$ cat src/rtl/lcd_writer.sv
// HD44780-style 4-bit LCD writer: runs power-on init, then sends accepted bytes as two strobed nibbles.
// Latency: accept-to-ready = 1 + 2*(SETUP+E_HIGH+HOLD) + NIBBLE_GAP + post-byte wait cycles.
// Backpressure: req_ready is high only in IDLE after init; req_valid at any other time is ignored.
module lcd_writer #(
    parameter int unsigned POWERUP_CYC       = 750000,
    parameter int unsigned INIT_NIB_WAIT_CYC = 205000,
    parameter int unsigned SETUP_CYC         = 2,
    parameter int unsigned E_HIGH_CYC        = 12,
    parameter int unsigned HOLD_CYC          = 1,
    parameter int unsigned NIBBLE_GAP_CYC    = 50,
    parameter int unsigned CMD_WAIT_CYC      = 2000,
    parameter int unsigned CLEAR_WAIT_CYC    = 82000
) (
    input  logic       clock,
    input  logic       reset,
    input  logic       req_valid,
    input  logic       req_rs,
    input  logic [7:0] req_data,
    output logic       req_ready,
    output logic       init_done,
    output logic       LCDE,
    output logic       LCDRS,
    output logic       LCDRW,
    output logic [3:0] LCDAT
);

    function automatic int unsigned max_u(input int unsigned a, input int unsigned b);
        return (a > b) ? a : b;
    endfunction

    // A zero-length interval would never reach the terminal count, so clamp to one cycle.
    localparam int unsigned C_PWR = (POWERUP_CYC       == 0) ? 1 : POWERUP_CYC;
    localparam int unsigned C_INW = (INIT_NIB_WAIT_CYC == 0) ? 1 : INIT_NIB_WAIT_CYC;
    localparam int unsigned C_SET = (SETUP_CYC         == 0) ? 1 : SETUP_CYC;
    localparam int unsigned C_EH  = (E_HIGH_CYC        == 0) ? 1 : E_HIGH_CYC;
    localparam int unsigned C_HLD = (HOLD_CYC          == 0) ? 1 : HOLD_CYC;
    localparam int unsigned C_GAP = (NIBBLE_GAP_CYC    == 0) ? 1 : NIBBLE_GAP_CYC;
    localparam int unsigned C_CMD = (CMD_WAIT_CYC      == 0) ? 1 : CMD_WAIT_CYC;
    localparam int unsigned C_CLR = (CLEAR_WAIT_CYC    == 0) ? 1 : CLEAR_WAIT_CYC;

    localparam int unsigned C_MAX = max_u(max_u(max_u(C_PWR, C_INW), max_u(C_SET, C_EH)),
                                          max_u(max_u(C_HLD, C_GAP), max_u(C_CMD, C_CLR)));
    localparam int CW = $clog2(C_MAX + 1);

    localparam logic [CW-1:0] K_ONE = CW'(1);
    localparam logic [CW-1:0] K_PWR = CW'(C_PWR);
    localparam logic [CW-1:0] K_INW = CW'(C_INW);
    localparam logic [CW-1:0] K_SET = CW'(C_SET);
    localparam logic [CW-1:0] K_EH  = CW'(C_EH);
    localparam logic [CW-1:0] K_HLD = CW'(C_HLD);
    localparam logic [CW-1:0] K_GAP = CW'(C_GAP);
    localparam logic [CW-1:0] K_CMD = CW'(C_CMD);
    localparam logic [CW-1:0] K_CLR = CW'(C_CLR);

    typedef enum logic [3:0] {
        PWRUP, INIT_NIB, INIT_CFG, IDLE, SETUP, E_HIGH, HOLD, GAP, WAIT
    } state_t;

    // Power-on init: three 0x3 nibbles switch the controller into 8-bit mode, 0x2 drops it to 4-bit.
    function automatic logic [3:0] init_nibble(input logic [1:0] i);
        return (i == 2'd3) ? 4'h2 : 4'h3;
    endfunction

    // Function set (4-bit, 2 lines), entry mode, display on, clear.
    function automatic logic [7:0] cfg_byte(input logic [1:0] i);
        case (i)
            2'd0:    return 8'h28;
            2'd1:    return 8'h06;
            2'd2:    return 8'h0C;
            default: return 8'h01;
        endcase
    endfunction

    state_t          state_q, state_d;
    logic [CW-1:0]   cnt_q, cnt_d;
    logic [7:0]      byte_q, byte_d;
    logic            rs_q, rs_d;
    logic            nib_lo_q, nib_lo_d;        // 0: upper nibble next/in flight, 1: lower
    logic            nib_phase_q, nib_phase_d;  // sending the single init nibbles
    logic [1:0]      idx_q, idx_d;              // init nibble / init config byte index
    logic            done_q, done_d;
    logic            lcde_q, lcde_d;
    logic            lcdrs_q, lcdrs_d;
    logic [3:0]      lcdat_q, lcdat_d;
    logic            last;
    logic            clear_cmd;

    assign last      = (cnt_q == K_ONE);
    assign clear_cmd = !rs_q && ((byte_q == 8'h01) || (byte_q == 8'h02));

    // Next-state logic: every timed state runs until the shared down-counter reaches one.
    always_comb begin
        state_d     = state_q;
        cnt_d       = cnt_q - K_ONE;
        byte_d      = byte_q;
        rs_d        = rs_q;
        nib_lo_d    = nib_lo_q;
        nib_phase_d = nib_phase_q;
        idx_d       = idx_q;
        done_d      = done_q;
        lcde_d      = lcde_q;
        lcdrs_d     = lcdrs_q;
        lcdat_d     = lcdat_q;

        case (state_q)
            PWRUP: begin
                if (last) begin
                    state_d     = INIT_NIB;
                    cnt_d       = K_ONE;
                    nib_phase_d = 1'b1;
                    idx_d       = 2'd0;
                end
            end
            INIT_NIB: begin
                // Nibble lines only move here, in GAP exit, with LCDE already low.
                if (last) begin
                    lcdat_d = init_nibble(idx_q);
                    lcdrs_d = 1'b0;
                    state_d = SETUP;
                    cnt_d   = K_SET;
                end
            end
            INIT_CFG: begin
                // Behaves like an accepted command byte; GAP(1) then loads its upper nibble.
                if (last) begin
                    byte_d   = cfg_byte(idx_q);
                    rs_d     = 1'b0;
                    nib_lo_d = 1'b0;
                    state_d  = GAP;
                    cnt_d    = K_ONE;
                end
            end
            IDLE: begin
                cnt_d = cnt_q;
                if (req_valid && done_q) begin
                    byte_d   = req_data;
                    rs_d     = req_rs;
                    nib_lo_d = 1'b0;
                    state_d  = GAP;
                    cnt_d    = K_ONE;
                end
            end
            GAP: begin
                if (last) begin
                    lcdat_d = nib_lo_q ? byte_q[3:0] : byte_q[7:4];
                    lcdrs_d = rs_q;
                    state_d = SETUP;
                    cnt_d   = K_SET;
                end
            end
            SETUP: begin
                if (last) begin
                    state_d = E_HIGH;
                    cnt_d   = K_EH;
                    lcde_d  = 1'b1;
                end
            end
            E_HIGH: begin
                if (last) begin
                    state_d = HOLD;
                    cnt_d   = K_HLD;
                    lcde_d  = 1'b0;
                end
            end
            HOLD: begin
                if (last) begin
                    if (nib_phase_q) begin
                        state_d = WAIT;
                        cnt_d   = K_INW;
                    end else if (!nib_lo_q) begin
                        state_d  = GAP;
                        cnt_d    = K_GAP;
                        nib_lo_d = 1'b1;
                    end else begin
                        state_d = WAIT;
                        cnt_d   = clear_cmd ? K_CLR : K_CMD;
                    end
                end
            end
            WAIT: begin
                if (last) begin
                    if (nib_phase_q) begin
                        cnt_d = K_ONE;
                        if (idx_q == 2'd3) begin
                            nib_phase_d = 1'b0;
                            idx_d       = 2'd0;
                            state_d     = INIT_CFG;
                        end else begin
                            idx_d   = idx_q + 2'd1;
                            state_d = INIT_NIB;
                        end
                    end else if (!done_q) begin
                        if (idx_q == 2'd3) begin
                            done_d  = 1'b1;
                            state_d = IDLE;
                        end else begin
                            idx_d   = idx_q + 2'd1;
                            state_d = INIT_CFG;
                            cnt_d   = K_ONE;
                        end
                    end else begin
                        state_d = IDLE;
                    end
                end
            end
            default: begin
                state_d = PWRUP;
                cnt_d   = K_PWR;
            end
        endcase
    end

    // State and output registers; reset drops the strobe immediately and restarts power-up.
    always_ff @(posedge clock or posedge reset) begin
        if (reset) begin
            state_q     <= PWRUP;
            cnt_q       <= K_PWR;
            byte_q      <= 8'h00;
            rs_q        <= 1'b0;
            nib_lo_q    <= 1'b0;
            nib_phase_q <= 1'b0;
            idx_q       <= 2'd0;
            done_q      <= 1'b0;
            lcde_q      <= 1'b0;
            lcdrs_q     <= 1'b0;
            lcdat_q     <= 4'h0;
        end else begin
            state_q     <= state_d;
            cnt_q       <= cnt_d;
            byte_q      <= byte_d;
            rs_q        <= rs_d;
            nib_lo_q    <= nib_lo_d;
            nib_phase_q <= nib_phase_d;
            idx_q       <= idx_d;
            done_q      <= done_d;
            lcde_q      <= lcde_d;
            lcdrs_q     <= lcdrs_d;
            lcdat_q     <= lcdat_d;
        end
    end

    assign req_ready = (state_q == IDLE) && done_q;
    assign init_done = done_q;
    assign LCDE      = lcde_q;
    assign LCDRS     = lcdrs_q;
    assign LCDRW     = 1'b0;
    assign LCDAT     = lcdat_q;

endmodule

$ cat config.mk
export PLATFORM = sky130hd
export DESIGN_NAME = lcd_writer
export DESIGN_NICKNAME = d
export VERILOG_FILES = /design/src/rtl/lcd_writer.sv
export SDC_FILE = /design/constraint.sdc
export NUM_CORES = 1
export LEC_CHECK = 0
export ABC_AREA = 0
export BUFFER_PORTS_ARGS = -buffer_cell sky130_fd_sc_hd__buf_2
export CORE_ASPECT_RATIO = 0.5
export CORE_MARGIN = 5
export CORE_UTILIZATION = 42
export CTS_BUF_LIST = sky130_fd_sc_hd__clkbuf_16
export DETAILED_ROUTE_END_ITERATION = 7
export REMOVE_ABC_BUFFERS = 1
export SETUP_SLACK_MARGIN = 0.3
export SYNTH_ARGS = -nofsm -noshare
export SYNTH_HDL_FRONTEND = slang
export SYNTH_SLANG_ARGS = --single-unit
$ cat constraint.sdc
create_clock -name clock -period 6.1 [get_ports clock]
set_input_delay 0.61 -clock clock [delete_from_list [all_inputs] [get_ports clock]]
set_output_delay 0.61 -clock clock [all_outputs]
set_load 0.1 [all_outputs]
# Word-level counts from Yosys, hierarchy flattened
# Cells that the tools add are included.
[totals]
register_bits = 44
input_bits = 12
output_inout_bits = 9
elab_cells = 124
[op_classes]
n_addsub = 2
n_eq_ne = 27
n_mux = 61
bitwise_logic = 1
reduce_logical = 22
[ops]
columns = ["cell", "n"]
rows = [
  ["two-way mux 20 bit", 9],
  ["case mux 20 bit (6 select lines)", 1],
  ["two-way mux 4 bit", 15],
  ["two-way mux 17 bit", 2],
  ["case mux 4 bit (8 select lines)", 1],
  ["equality test 20 x 1 -> 1 bit, second input constant", 1],
  ["!= test 2 bit, second input constant", 10],
  ["subtractor 20 x 1 -> 20 bit, second input constant", 1],
  ["two-way mux 18 bit", 1],
  ["case mux 6 bit (3 select lines)", 1],
  ["equality test 4 x 3 -> 1 bit, second input constant", 4],
  ["two-way mux 8 bit", 2],
  ["case mux 8 bit (2 select lines)", 1],
  ["AND reduction 3 bit", 5],
  ["two-way mux 1 bit", 14],
  ["two-way mux 2 bit", 7],
  ["AND reduction 5 bit", 2],
  ["equality test 4 x 2 -> 1 bit, second input constant", 2],
  ["equality test 8 x 1 -> 1 bit, second input constant", 1],
  ["equality test 8 x 2 -> 1 bit, second input constant", 1],
  ["case mux 1 bit (2 select lines)", 4],
  ["case mux 4 bit (2 select lines)", 1],
  ["AND reduction 8 bit", 1],
  ["nonzero test 2 bit", 4],
  ["18 further kinds", 22],
]

# Depth between registers and ports, before layout
# Gate-level depths: netlist of run 1.
[logic_depth]
ltp_word = 8
depth_mapped = 10

# Least setup slack after synthesis of run 1
# OpenSTA, ideal clock, no wires.
[synth_timing]
path_kind = "register -> output"
startpoint = "reg state_q[2]"
endpoint = "out req_ready"
t_arrival_ps = 2060
setup_slack_ps = 3430
path_stages_with_launch = 6
cell_sequence = "dfrtp_1 buf_2 nor4bb_1 clkbuf_1 clkbuf_1 and2_1"
[synth_via]
elab_chain_len = 2
[synth_rtl]
columns = ["item", "line", "rtl"]
rows = [
  ["start, declared", "74", "state_t state_q, state_d;"],
  ["start signal, assigned", "228", "state_q <= state_d;"],
  ["equality test 4 x 2 -> 1 bit", "242", "assign req_ready = (state_q == IDLE) && done_q;"],
  ["logical AND 1 bit", "242", ""],
  ["end, declared", "19", "output logic req_ready,"],
]
# Every way passes these cells.

# Worst setup path in the final report of run 1
[layout_timing]
startpoint = "reg state_q[0]"
endpoint = "out req_ready"
# The elaborated chain is that of the path after synthesis.

==> run_results.csv, run 1 <==
group,metric,value,unit
status,status,"finished clean",
min_path,hold_class,"input port to asynchronous set/reset pin",
floorplan,core_area,6805,um2
global_routing,grt_overflow,0,
power,vdd_ir_drop_max,0.09741,mV
yosys,syn-cell-area,3005,um2
clock_network,cts_buffer_depth,2,
floorplan,die_w,129.6,um
routing,routed_wl,8195,um
yosys,syn_avg_cell_area,8.211,um2
clock_network,path_clk_slew,70,ps
final_layout,fillers,659,
timing,setup_viol,0,
timing,fin_crit,2815,ps
routing,final_antenna_net_count,0,
placement,dp_hpwl,5910,um
routing,drt_iter0_markers,321,
clock_network,cts_hold_buf,0,
global_routing,track_usage,19.27,%
clock_network,cts_max_level,2,
yosys,yosysWarnings,0,
floorplan,std_cell_rows,21,
yosys,ys_async_sr_fraction,100.0,%
run,maxCapViolCount,0,
yosys,ys_ff_latch,44,
setup_path,cp.arrival,2200,ps
timing,max_freq,355.3,MHz
routing,via_count,2823,
yosys,ys_seq_area_share,37.05,%
final_layout,drive_gt1_share,13.87,%
clock_network,numCtsBuffers,5,
routing,avgRoutedWirePerCell,17.55,um
timing,slew_violations,0,
global_routing,antenna_found_initial,0,
final_layout,seq_area,1114,um2
floorplan,start_util,44.16,%
final_layout,multi_input_area,1758,um2
clock_network,cts_tree,"yes",
yosys,synth-main-ff-cell,"dfrtp_1",
clock_network,clkSinkCount,44,
routing,firstDrtPassIters,5,
final_layout,final_area,3286,um2
setup_path,end_kind,"output pin",
setup_path,cp.required,5490,ps
yosys,synthCells,366,
timing,period_share,46.14,%
clock_network,root_buffer,"clkbuf_16",
global_routing,grt_pass1_vias,2741,
placement,placed_area,3134,um2
timing,rsz0062_at_grt,"no",
timing,setup_tns,0,ps
floorplan,die_area,9050,um2
yosys,synth_edf_count,0,
placement,io_buffers,19,
power,p_leak,1.390,nW
clock_network,insertion_delay,300,ps
final_layout,nets,392,
timing,hold_viol_final,0,
global_routing,grt_max_degree,45,
timing,relSlewSlack,18.56,%
timing,fin_worst_skew,6.790,ps
clock_network,cts_setup_buffers,0,
routing,drc_errors,0,
placement,gp_congestion,0.8890,
final_layout,area_growth,9.326,%
floorplan,die_h,69.82,um
timing,tightest_slew,1216,ps
setup_path,path_class,"flop to output pin",
setup_path,start_kind,"flop",
clock_network,cts-resized-gates,0,
yosys,synth_cell_types,63,
routing,vias_per_cell,6.045,
setup_path,path_max_fanout,21,
final_layout,n_antenna_cell,0,
timing,whs,444.6,ps
floorplan,ios,21,
power,power.density,180.1,nW/um2
power,finalPower,0.5919,mW
global_routing,grt_pass1_wl,14040,um
-- sequential cells by signal, indices dropped and copies added (netlist names), 2 cells and up --
signal,flops
LCDAT,4
idx_q,2
cnt_q,20
byte_q,8
state_q,4
-- cell families after synthesis --
group | Yosys count | synth area share [%]
muxes | 7 | 2.373
and+or+nand+nor | 149 | 25.90
other | 1 | 0.1248
buffers and inverters | 30 | 4.663
adders and majority gates | 6 | 2.498
AOI/OAI and AO/OA | 124 | 25.94
xor gates and xnor gates | 5 | 1.457
DFF | 44 | 37.05
-- cell type report --
class	instances	area share [%]
clock buffers	5	3.808
repair buffers	21	3.351
flip-flops and latches	44	33.89
multi-input cells	292	53.50
clock inverters	3	0.7997
well taps	92	3.503
inverters	10	1.142
-- cells in the mapped netlist, types with 2 or more instances --
master    number  share of area [%]
a21oi_1       27                4.5
or3_1          5                1.0
o211ai_1       3               0.75
clkbuf_1      14                1.7
xnor2_1        3               0.87
nand2_1       47                5.9
nor4bb_1       2               0.67
nor4b_1        3               0.87
buf_6          3                1.1
o21ba_2        2               0.67
a32o_1         3                1.0
inv_1         10                1.2
nand3_1        8                1.3
nor2_1        35                4.4
nor3_2         2               0.67
nor3b_1        3               0.75
dfstp_2       10                8.7
and2_1         4               0.83
nor2b_1        5                1.0
a211o_1        4                1.2
nor4_1         6                1.2
o22ai_1        3               0.62
nand4_1        2               0.42
mux2i_1        6                2.0
o22a_1         3               0.87
ha_1           6                2.5
nor3_1        10                1.7
dfrtp_1       34                 28
o31ai_1        2               0.50
xor2_1         2               0.58
and3_1         4               0.83
nand4b_1       2               0.58
a21o_1         8                2.0
o21ai_0       45                7.5
a211oi_1       4                1.0
a31oi_1        7                1.5
nor4_4         2                1.4
nand2b_1       2               0.42
-- report_power, final --
| group | internal (mW) | leakage, nW | switching, mW |
|---|---|---|---|
| Sequential | 0.292 | 0.548 | 0 |
| Clock | 0.156 | 0.0748 | 0.132 |
| Combinational | 0.00299 | 0.767 | 0.00955 |
-- worst max-delay path, cell delays in order, from the launching register on --
cell	delay (ps)
dfrtp_1	720
nor4bb_2	370
buf_4	260
and2_1	140
buf_2	420
-- placed cells by master, fill, tap and decap left out, drive strengths merged, types with 4 or more instances in the layout --
| cell | count |
|---|---|
| inv | 11 |
| nor2b | 5 |
| nor3 | 12 |
| mux2i | 6 |
| nand2 | 47 |
| nand3 | 8 |
| clkbuf | 5 |
| dfrtp | 34 |
| a211oi | 4 |
| nor4 | 8 |
| a211o | 4 |
| dfstp | 10 |
| a21o | 8 |
| nor2 | 35 |
| o21ai | 45 |
| a21oi | 28 |
| a31oi | 7 |
| and2 | 4 |
| ha | 6 |
| and3 | 4 |
| buf | 21 |
| or3 | 6 |
-- layer usage --
metal | part of all wire, % | track usage [%] | routed length, um | vias up
li1 | - | - | - | 1358
met3 | 7.0 | 4.923 | 572 | 14
met2 | 41 | 27.21 | 3389 | 105
met5 | 0 | 0 | 0 | -
met1 | 50 | 28.32 | 4105 | 1346
met4 | 1.6 | 6.336 | 128 | 0
-- worst paths after layout --
path                              to  cells after the start  startpoint  slack (ps)
min in group clock         cnt_q[14]                      2   cnt_q[14]         480
max                        req_ready                      4  state_q[0]        3290
max in group asynchronous   cnt_q[4]                      3       reset        5270
min                         LCDAT[0]                      3       reset         440
max reg2reg                cnt_q[18]                      5  state_q[3]        3460
min reg2reg                cnt_q[14]                      2   cnt_q[14]         480
-- stage by stage --
stage	std cells	utilization, %	setup WS [ps]
after global placement	459	46.06	3614
after global routing	467	48.28	3152
final	467	48.28	3285
after CTS	467	48.28	3293
after detailed placement	459	46.06	3588
after floorplan	346	-	2626
No activity file was read; power rests on OpenSTA's default activity.
==> run 2: changes to the inputs <==
==> constraint.sdc (replaced) <==
create_clock -name clock -period 2.3 [get_ports clock]
set_input_delay 0.23 -clock clock [delete_from_list [all_inputs] [get_ports clock]]
set_output_delay 0.23 -clock clock [all_outputs]
set_load 0.1 [all_outputs]
==> run_results.csv, run 2 (synthesized netlist as in run 1, its figures left out) <==
group,metric,value,unit
timing,fin_worst_skew,5.635,ps
power,power.share.sequential,49.9,%
status,status,"finished clean",
floorplan,die_area,9050,um2
timing,rsz0062_at_grt,"yes",
final_layout,largest_register_ffs,20,
floorplan,std_cell_rows,21,
placement,dp_hpwl,6305,um
run,maxCapViolCount,0,
min_path,hold_class,"input port to flop",
floorplan,start_util,44.16,%
final_layout,final_cell_mix,"58 x buf_4, 40 x nand2_1, 32 x nor2_1, 28 x dfrtp_1, 24 x a21oi_1",
setup_path,start_kind,"flop",
global_routing,grt_overflow,0,
power,clockPowerShare,47.8,%
power,vdd_ir_drop_max,0.2310,mV
placement,pre_cts_ws,-100.5,ps
floorplan,core_area,6805,um2
clock_network,insertion_delay,290,ps
routing,drc_errors,0,
final_layout,multi_input_area,2106,um2
clock_network,cts_tree,"yes",
setup_path,cp.required,2540,ps
timing,hold_viol_final,0,
clock_network,cts_max_level,2,
clock_network,clkSinkCount,44,
clock_network,numCtsBuffers,5,
global_routing,grt_max_degree,24,
routing,via_count,3139,
power,p_leak,1.785,nW
power,p_sw_share,23.42,%
timing,slew_violations,0,
final_layout,utilization,61.32,%
floorplan,die_h,69.82,um
routing,vias_per_cell,5.878,
floorplan,ios,21,
power,p_comb_share,2.3,%
power,power.density,372.2,nW/um2
final_layout,regMostFlops,"cnt_q",
final_layout,fillers,596,
clock_network,root_buffer,"clkbuf_16",
final_layout,nets,459,
timing,setup_viol,0,
placement,io_buffers,19,
routing,routed_wl,9529,um
global_routing,grt_pass1_wl,14800,um
power,switching_power,0.3637,mW
global_routing,grt_pass1_vias,2931,
power,power.internal,1.189,mW
global_routing,track_usage,20.32,%
setup_path,end_kind,"flop",
routing,firstDrtPassIters,5,
final_layout,top_regs,"cnt_q: 20 flops, byte_q: 8 flops",
setup_path,cp.arrival,2330,ps
routing,final_antenna_net_count,0,
timing,setup_ws,209.7,ps
final_layout,area_growth,38.84,%
global_routing,antenna_found_initial,0,
final_layout,seq_area,1121,um2
timing,fin_crit,2090,ps
clock_network,cts_buffer_depth,2,
setup_path,path_max_fanout,5,
final_layout,n_antenna_cell,0,
setup_path,path_class,"flop to flop",
placement,gp_congestion,0.8933,
clock_network,path_clk_slew,70,ps
timing,period_share,90.88,%
routing,drt_iter0_markers,253,
routing,avgRoutedWirePerCell,17.84,um
timing,max_freq,478.4,MHz
final_layout,layout_commonest_cell,"buf_4",
final_layout,drive_gt1_share,40.27,%
floorplan,die_w,129.6,um
[run 2: layout make-up]
cell class / count / share of cell area (%)
clock buffer: 5 / 2.999
timing repair buffer: 87 / 15.44
sequential: 44 / 26.87
clock inverter: 3 / 0.5697
inverter: 10 / 0.8996
tap: 92 / 2.759
multi-input combinational: 293 / 50.46
[run 2: path summary, 6_finish.rpt]
kind | endpoint | from | slack (ps) | depth (start not counted)
setup / recovery | cnt_q[9] | cnt_q[18] | 210 | 6
hold / removal | byte_q[7] | req_data[7] | 160 | 3
setup reg to reg | cnt_q[9] | cnt_q[18] | 210 | 6
hold reg to reg | LCDRS | LCDRS | 480 | 2
max in group asynchronous | cnt_q[13] | reset | 1470 | 4
min in group asynchronous | LCDRS | reset | 510 | 4
[run 2: power groups by stage]
stage                     Clock [mW]  Combinational [mW]  Sequential (mW)
after floorplan                    0              0.0185            0.788
after global placement             0              0.0350            0.788
after detailed placement           0              0.0360            0.788
after CTS                      0.752              0.0374            0.774
after global routing           0.790              0.0412            0.774
final                          0.743              0.0359            0.774
[run 2: worst max-delay path: stages, from the launching register on]
cell and delay [ps]:
dfrtp_2 430, nor4_4 360, nand4_1 250, or2_4 340
or3_4 380, a31oi_1 180, a21o_1 100
[run 2: routing by layer]
| layer | track usage [%] | part of all wire, % | up-vias |
|---|---|---|---|
| li1 | - | - | 1485 |
| met1 | 29.50 | 47 | 1528 |
| met2 | 30.75 | 46 | 106 |
| met3 | 4.692 | 5.4 | 20 |
| met4 | 4.147 | 1.6 | 0 |
| met5 | 0 | 0 | - |
[run 2: timing repair]
item | CTS | global route
hold buffers | 1 | 0
buffers inserted | 11 | 22
pin swaps | 9 | 37
setup endpoints to repair | 34 | 36
hold endpoints to repair | 34 | 0
gates cloned | 1 | 3
resized for setup | 29 | 85
[run 2: stage by stage]
| step | power, mW | TNS, ps | instance area (um2) | hold slack [ps] | instances |
|---|---|---|---|---|---|
| after global placement | 0.8234 | -288.2 | 3367 | 276.8 | 488 |
| after global routing | 1.605 | 0 | 4173 | 169.1 | 534 |
| after floorplan | 0.8069 | -13620 | 2903 | 366.0 | 346 |
| final | 1.553 | 0 | 4173 | 156.5 | 534 |
| after CTS | 1.563 | 0 | 3722 | 166.0 | 509 |
| after detailed placement | 0.8244 | -413.1 | 3367 | 288.4 | 488 |
